File: src/rtl/up_pkg.sv
`default_nettype none
// ============================================================================
// Module      : up_pkg
// Description : Shared widths, accumulator source encodings and opcodes for
//               the microprocessor control unit and datapath.
// Revision    : 1.0 - initial release
// ============================================================================
package up_pkg;

    localparam int DATA_W    = 8;
    localparam int ADDR_W    = 5;
    localparam int MEM_DEPTH = 32;

    typedef enum logic [1:0] {
        ASEL_ALU  = 2'b00,
        ASEL_IN   = 2'b01,
        ASEL_MEM  = 2'b10,
        ASEL_ZERO = 2'b11
    } asel_t;

    typedef enum logic [2:0] {
        LOAD  = 3'b000,
        STORE = 3'b001,
        ADD   = 3'b010,
        SUB   = 3'b011,
        INPUT = 3'b100,
        JZ    = 3'b101,
        JPOS  = 3'b110,
        HALT  = 3'b111
    } opcode_t;

endpackage : up_pkg
`default_nettype wire

File: src/rtl/up_ram32x8.sv
`default_nettype none
// ============================================================================
// Module      : up_ram32x8
// Description : 32x8 memory, one synchronous write port and one registered
//               read port returning old data on a same-address collision.
// Revision    : 1.0 - initial release
// ============================================================================
module up_ram32x8
    import up_pkg::*;
(
    input  logic              CLOCK,
    input  logic              RESET,
    input  logic              i_we,
    input  logic [ADDR_W-1:0] i_waddr,
    input  logic [DATA_W-1:0] i_wdata,
    input  logic [ADDR_W-1:0] i_raddr,
    output logic [DATA_W-1:0] o_rdata
);

    logic [DATA_W-1:0] r_mem [MEM_DEPTH];
    logic [DATA_W-1:0] r_rdata;

    // Array is deliberately outside the reset domain so a preloaded program survives RESET.
    always_ff @(posedge CLOCK) begin
        if (i_we) begin
            r_mem[i_waddr] <= i_wdata;
        end
    end

    always_ff @(posedge CLOCK or posedge RESET) begin
        if (RESET) begin
            r_rdata <= '0;
        end else begin
            r_rdata <= r_mem[i_raddr];
        end
    end

    assign o_rdata = r_rdata;

endmodule : up_ram32x8
`default_nettype wire

File: src/rtl/up_datapath.sv
`default_nettype none
// ============================================================================
// Module      : up_datapath
// Description : Accumulator-machine datapath: IR, PC, accumulator, ALU,
//               sticky halt flag and program memory with a preload port.
// Revision    : 1.0 - initial release
// ============================================================================
module up_datapath
    import up_pkg::*;
(
    input  logic              CLOCK,
    input  logic              RESET,
    input  logic              IRload,
    input  logic              PCload,
    input  logic              JMPmux,
    input  logic              Meminst,
    input  logic              MemWr,
    input  logic              Aload,
    input  logic              Sub,
    input  logic              Halt,
    input  logic [1:0]        Asel,
    input  logic [DATA_W-1:0] Input,
    input  logic              ProgWe,
    input  logic [ADDR_W-1:0] ProgAddr,
    input  logic [DATA_W-1:0] ProgData,
    output logic [2:0]        IR,
    output logic              Aeq0,
    output logic              Apos,
    output logic [DATA_W-1:0] Output,
    output logic [ADDR_W-1:0] PCout,
    output logic              Halted
);

    logic [DATA_W-1:0] r_ir;
    logic [ADDR_W-1:0] r_pc;
    logic [DATA_W-1:0] r_a;
    logic              r_halted;

    logic [ADDR_W-1:0] w_maddr;
    logic [DATA_W-1:0] w_rdata;
    logic [DATA_W-1:0] w_alu;
    logic [DATA_W-1:0] w_asel_data;
    logic              w_we;
    logic [ADDR_W-1:0] w_waddr;
    logic [DATA_W-1:0] w_wdata;

    assign w_maddr = Meminst ? r_ir[ADDR_W-1:0] : r_pc;
    assign w_alu   = Sub ? (r_a - w_rdata) : (r_a + w_rdata);

    // Preload port wins; a datapath store is suppressed while RESET is high.
    assign w_we    = ProgWe | (MemWr & ~RESET);
    assign w_waddr = ProgWe ? ProgAddr : w_maddr;
    assign w_wdata = ProgWe ? ProgData : r_a;

    always_comb begin
        w_asel_data = '0;
        case (Asel)
            ASEL_ALU:  w_asel_data = w_alu;
            ASEL_IN:   w_asel_data = Input;
            ASEL_MEM:  w_asel_data = w_rdata;
            ASEL_ZERO: w_asel_data = '0;
            default:   w_asel_data = '0;
        endcase
    end

    up_ram32x8 u_ram (
        .CLOCK   (CLOCK),
        .RESET   (RESET),
        .i_we    (w_we),
        .i_waddr (w_waddr),
        .i_wdata (w_wdata),
        .i_raddr (w_maddr),
        .o_rdata (w_rdata)
    );

    always_ff @(posedge CLOCK or posedge RESET) begin
        if (RESET) begin
            r_ir     <= '0;
            r_pc     <= '0;
            r_a      <= '0;
            r_halted <= 1'b0;
        end else begin
            if (IRload) begin
                r_ir <= w_rdata;
            end
            if (PCload) begin
                r_pc <= JMPmux ? r_ir[ADDR_W-1:0] : r_pc + 5'd1;
            end
            if (Aload) begin
                r_a <= w_asel_data;
            end
            if (Halt) begin
                r_halted <= 1'b1;
            end
        end
    end

    assign IR     = r_ir[7:5];
    assign Aeq0   = (r_a == '0);
    assign Apos   = ~r_a[DATA_W-1];
    assign Output = r_a;
    assign PCout  = r_pc;
    assign Halted = r_halted;

endmodule : up_datapath
`default_nettype wire

File: config.mk
export PLATFORM = sky130hd
export DESIGN_NAME = up_datapath
export DESIGN_NICKNAME = d
export VERILOG_FILES = /design/src/rtl/up_pkg.sv /design/src/rtl/up_ram32x8.sv /design/src/rtl/up_datapath.sv
export SDC_FILE = /design/constraint.sdc
export NUM_CORES = 1
export LEC_CHECK = 0
export CAP_MARGIN = 20
export CORE_MARGIN = 3
export CORE_UTILIZATION = 35
export CTS_BUF_LIST = sky130_fd_sc_hd__clkbuf_2 sky130_fd_sc_hd__clkbuf_4 sky130_fd_sc_hd__clkbuf_8
export CTS_CLUSTER_DIAMETER = 80
export DETAILED_ROUTE_END_ITERATION = 16
export RECOVER_POWER = 25
export REMOVE_ABC_BUFFERS = 1
export SKIP_CTS_REPAIR_TIMING = 1
export SLEW_MARGIN = 20
export SYNTH_ARGS = -nofsm -noshare
export SYNTH_HDL_FRONTEND = slang
export SYNTH_SLANG_ARGS = --single-unit
File: constraint.sdc
create_clock -name CLOCK -period 2.7 [get_ports CLOCK]
set_clock_uncertainty 0.2 [all_clocks]
set_input_delay 0.405 -clock CLOCK [delete_from_list [all_inputs] [get_ports CLOCK]]
set_output_delay 0.405 -clock CLOCK [all_outputs]
set_load 0.01 [all_outputs]
# Word level (Yosys, flattened, before mapping)
# Memory sizes are Yosys's and may differ from the RTL's. A register that Yosys moved wholly into a read port is not among the register bits.
# Index checks and enable logic that the tools add are counted.
[totals]
out_inout_bits = 19
n_memories = 1
reg_bits = 22
mem_bits_rw = 256
[op_classes]
addsub = 3
bitwise = 4
mux = 8
n_eq_ne = 3
reduce_logical = 2
[memory_table]
columns = ["memory", "words", "word_bits", "rd", "rd_clocked_by_memory_dff", "wr", "line_no", "rtl"]
rows = [
  ["u_ram.r_mem", 32, 8, 1, 1, 1, "up_ram32x8.sv:20", "logic [DATA_W-1:0] r_mem [MEM_DEPTH];"],
]
[op_table]
columns = ["operator", "n"]
rows = [
  ["8-bit one-hot mux with 4 select lines", 1],
  ["8-bit 2-to-1 mux", 2],
  ["5-bit 2-to-1 mux", 3],
  ["8-bit adder", 1],
  ["8-bit logical NOT", 1],
  ["8-bit subtractor", 1],
  ["5-bit by 1-bit adder with 5-bit output, second input constant", 1],
  ["2-bit equality test, second input constant", 2],
  ["2-bit by 1-bit equality test with 1-bit output, second input constant", 1],
  ["2-bit logical NOT", 1],
  ["1-bit 2-to-1 mux", 2],
  ["1-bit inverter", 2],
  ["1-bit bitwise AND", 1],
  ["1-bit OR", 1],
]

# Logic depth before layout (Yosys ltp)
[logic_depth]
word_depth = 5
depth_mapped = 11

# Hierarchy
# Synthesis repeated with hierarchy kept, for this count alone.
[unflattened]
hier_cells = 607
area_unflattened_um2 = 11826.3
[by_module_without_submodules]
columns = ["module", "area_each_um2", "cells_per_inst", "instances"]
rows = [
  ["up_ram32x8", 10097.2, 418, 1],
  ["up_datapath", 1729.2, 189, 1],
]

# Worst setup path before layout
# Ideal clock, no wire load.
[synth_path]
path_kind = "input to register"
from = "input port ProgWe"
to = "memory u_ram.r_mem[0][0] (data pin)"
path_stages = 3
setup_time_ps = 454
arrival_ps = 2122
path_buffers = 2
path_slack_ps = -76
path_cell_list = "clkbuf_1 -> clkbuf_1 -> o21ai_0"
[synth_between]
elab_chain_cells = 1
[synth_rtl]
columns = ["item", "line_no", "rtl"]
rows = [
  ["start: declaration", "up_datapath.sv:23", "input logic ProgWe,"],
  ["8-bit 2-to-1 mux", "up_datapath.sv:53", "assign w_wdata = ProgWe ? ProgData : r_a;"],
  ["via u_ram.i_wdata[0]", "up_ram32x8.sv:15", "input logic [DATA_W-1:0] i_wdata,"],
  ["end: declaration", "up_ram32x8.sv:20", ""],
]
# The timed path passes the listed nets, and every way through them passes these cells.

# Final worst setup path
[layout_path]
from = "register u_ram.r_rdata[1] (netlist: u_ram.o_rdata[1]), read port of u_ram.r_mem"
to = "register r_a[7] (netlist: Output[7])"
[layout_between]
elab_chain_cells = 3
[layout_rtl]
columns = ["item", "line_no", "rtl"]
rows = [
  ["start: declaration", "up_ram32x8.sv:21", "logic [DATA_W-1:0] r_rdata;"],
  ["8-bit adder / 8-bit subtractor (equally long branches)", "up_datapath.sv:48", "assign w_alu = Sub ? (r_a - w_rdata) : (r_a + w_rdata);"],
  ["8-bit 2-to-1 mux *", "up_datapath.sv:48", ""],
  ["8-bit one-hot mux with 4 select lines *", "up_datapath.sv:57", "case (Asel)"],
  ["end signal: assignment", "up_datapath.sv:90", "r_a <= w_asel_data;"],
  ["end: declaration", "up_datapath.sv:36", "logic [DATA_W-1:0] r_a;"],
]
# Mark *: on every way between the ends. The rest lies on a longest branch, timed or not.
# A chain may end at the register's enable or synchronous reset.

==> summary.md <==
| Metric | Value |
|---|---|
| Fillers | `about 3100` |
| Max-cap check violation count | `1` |
| Starting Density | `0.361` |
| XOR/XNOR Fraction of Synth Area | `0.00713` |
| Status | `complete, but fails checks` |
| Leak Pwr | `5.38 nW` |
| Worst Hold Slack | `around 0.22 ns` |
| Final std cells w/o fill | `1459` |
| Synth area leaders | `edfxtp_1 (63%), mux4_2 (8.8%), dfrtp_1 (6.1%)` |
| CTS tree | `built` |
| Reg-to-Reg Start | `u_ram.o_rdata[1]` |
| Total gr overflow | `0` |
| Final nets | `1019` |
| Worst slew pin tran | `roughly 1.7 ns` |
| Unrepaired setup endpoints after global routing | `yes` |
| Synth cell types | `45` |
| Fin. Hold Viols | `0` |
| Placer Congestion | `just over 0.8` |
| Max layer used | `met4` |
| Critical Path AT | `2.91 ns` |
| Max Clock Freq | `0.376 GHz` |
| Clock root buffer | `clkbuf_8` |
| Wirelength per Cell | `21.4 um` |
| Sequential fraction of the synthesis area | `0.687` |
| Core area | `between 30000 and 40000 um2` |
| Global-route wire length before repair | `47500 um` |
| Via count | `approximately 7700` |
| DP Wirelength | `~21000 um` |
| Gate Count Post-Synth | `approximately 800` |
| Avg Vias per Cell | `between 5 and 6` |
| Crit share post-route | `0.984` |
| Synth top cells by count | `edfxtp_1 (256), nand2_1 (75), nor2_1 (57)` |
| Synth Area per Inst | `15.5 um2` |
| Clk slew on worst S/H paths | `~0.07 ns` |
| Setup Viol. Count Final | `0` |
| Post-synth top flop | `edfxtp_1` |
| Layout area overhead | `24.4%` |
| Yosys reg bits | `~290` |
| Required time of the critical path | `just under 3 ns` |
| Antenna violations before repair | `0` |
| Vias in the first global route | `7697` |
| Number of diodes | `0` |
| R2R Path End | `Output[7]` |
| Reg2Reg Setup Slack | `0.04 ns` |
| Slew Limit Fails | `31` |
| IO Port Bufs | `52` |
| Synthesis Warnings | `0` |
| Slew margin rel. | `-0.117` |
| WL met2 | `14600 um` |
| Cell taking the most area after synthesis | `edfxtp_1` |
| Post-synthesis mux area share | `0.114` |
| Setup crit end kind | `flip-flop` |
| Share of cells above drive strength 1 | `0.272` |
| Cts bufs inserted | `about 50` |
| Die X | `between 150 and 200 um` |
| Compound-cell area share of the yosys netlist | `0.0899` |
| Worst-Skew Late Latency | `0.57 ns` |
| Failing checks | `capacitance limit, slew limit` |
| Total wire length | `between 30000 and 40000 um` |
| Worst setup path endpoint | `Output[7]` |
| CP Max Fanout | `3` |
| Routed met3 length | `~1900 um` |
| Clock Sinks | `between 200 and 300` |
| Largest net degree at the start of global routing | `35` |
| Most common cell in the netlist | `edfxtp_1` |
| Residual DRC | `0` |
| Fin crit period | `2.66 ns` |
| Asr flop ratio synth | `0.105` |
| Power Dens Cells | `between 1000 and 1500 nW/um2` |
| Drt pass-1 iters | `5` |
| Clk buf depth | `3` |
| WS Path Type | `reg -> reg` |
| Wire length on met1 | `approximately 14000 um` |
| Routed Antenna Nets | `0` |
| GRT Total Usage | `0.164` |
| Setup crit start | `u_ram.o_rdata[1]` |
| Cell Rows | `between 60 and 70` |
| Die height | `approximately 190 um` |
| Register-to-Register Path Depth | `12` |
| Post-synth EDFFs | `roughly 260` |
| Crit start category | `flip-flop` |
| Synth Cell Area | `roughly 12000 um2` |
| Largest family of logic cells by synthesized area | `multiplexers` |
| Area share of and/or/nand/nor cells after synthesis | `0.0707` |
| Hold crit path type | `in -> reg` |
| IO Count | `between 50 and 60` |
| DRT iter0 DRCs | `~620` |
| Placed cell count | `around 1400` |
| Adder-Cell Fraction of Synth Area | `0.0108` |
| DIE AREA | `roughly 37000 um2` |
| Area share of the largest cell type after synthesis | `0.626` |
| Maximum VDD drop | `~0.00055 V` |
| H-tree depth | `2` |
## worst max-delay path: stages, from the launching register on
cell     delay, ns
dfrtp_1       0.37
inv_1         0.05
ha_1          0.29
mux2_4        0.29
inv_2         0.07
ha_4          0.19
nor2b_4       0.12
o21ai_2       0.18
a21oi_2       0.09
o41ai_2       0.31
buf_4         0.16
xnor2_2       0.05
o21a_1        0.18
## cell usage in the layout, fill, tap and decap left out, drive strengths merged, types with 20 or more instances in the layout
cell and count:
edfxtp 256, clkdlybuf4s50 46, clkbuf 69, a22oi 53, mux4 48, nand2b 32
dfrtp 30, nand2 75, a21oi 35, buf 109, mux2 20, nor2 57
## area by class of cell
type	count	area (um2)	share of cell area
clock buffers	60	757	0.0495
clock inverters	27	255	0.0167
inverters	15	56.3	0.00368
multi-input cells	453	3680	0.241
flip-flops and latches	286	8440	0.552
well taps	448	561	0.0367
repair buffers	170	1530	0.100
## where the power goes
group	total, mW	internal, mW	switching (mW)
Sequential	5.71	5.41	0.303
Combinational	5.70	2.67	3.02
Clock	4.07	2.33	1.74
Total	15.5	10.4	5.06
## flip-flops by register name (all words and copies together), names as in the netlist
name,count
r_ir,8
u_ram.r_mem,256
Output,8
Halted,1
PCout,5
u_ram.o_rdata,8
## kinds of logic after synthesis
group                    after synthesis
AND/OR/NAND/NOR                      192
adder cells (fa/ha/maj)               10
XOR/XNOR                              10
flip-flops                           286
AO/OA/AOI/OAI                        164
buffers and inverters                 56
multiplexers                          77
## metal layers
metal	vias up	GRT usage
met5	-	0
met4	0	0.0490
met3	47	0.0325
met2	260	0.260
met1	3845	0.232
li1	3500	-
## stage by stage
stage / power, mW / util / area (um2) / worst slack [ns] / setup TNS, ns
final: 15.5 / 0.449 / 15300 / 0.0438 / 0
after global routing: 16.3 / 0.449 / 15300 / -0.0659 / -0.0698
after CTS: 15.5 / 0.449 / 15300 / -0.0858 / -1.57
after detailed placement: 11.4 / 0.419 / 14300 / -0.601 / -96.29
after global placement: 11.3 / 0.419 / 14300 / -0.544 / -88.02
after floorplan: 8.83 / - / 12100 / -1.67 / -376.82
## worst min-delay path by stage
stage,startpoint,end,slack (ns),depth (start not counted)
3_3_place_gp,Halted,Halted,0.25,1
4_1_cts,RESET,PCout[0],0.18,3
2_1_floorplan,Aload,Output[0],0.29,1
5_1_grt,Halt,Halted,0.23,2
3_5_place_dp,Halted,Halted,0.27,1
6_report,Halt,Halted,0.22,2
No activity file was read; power rests on OpenSTA's default activity.
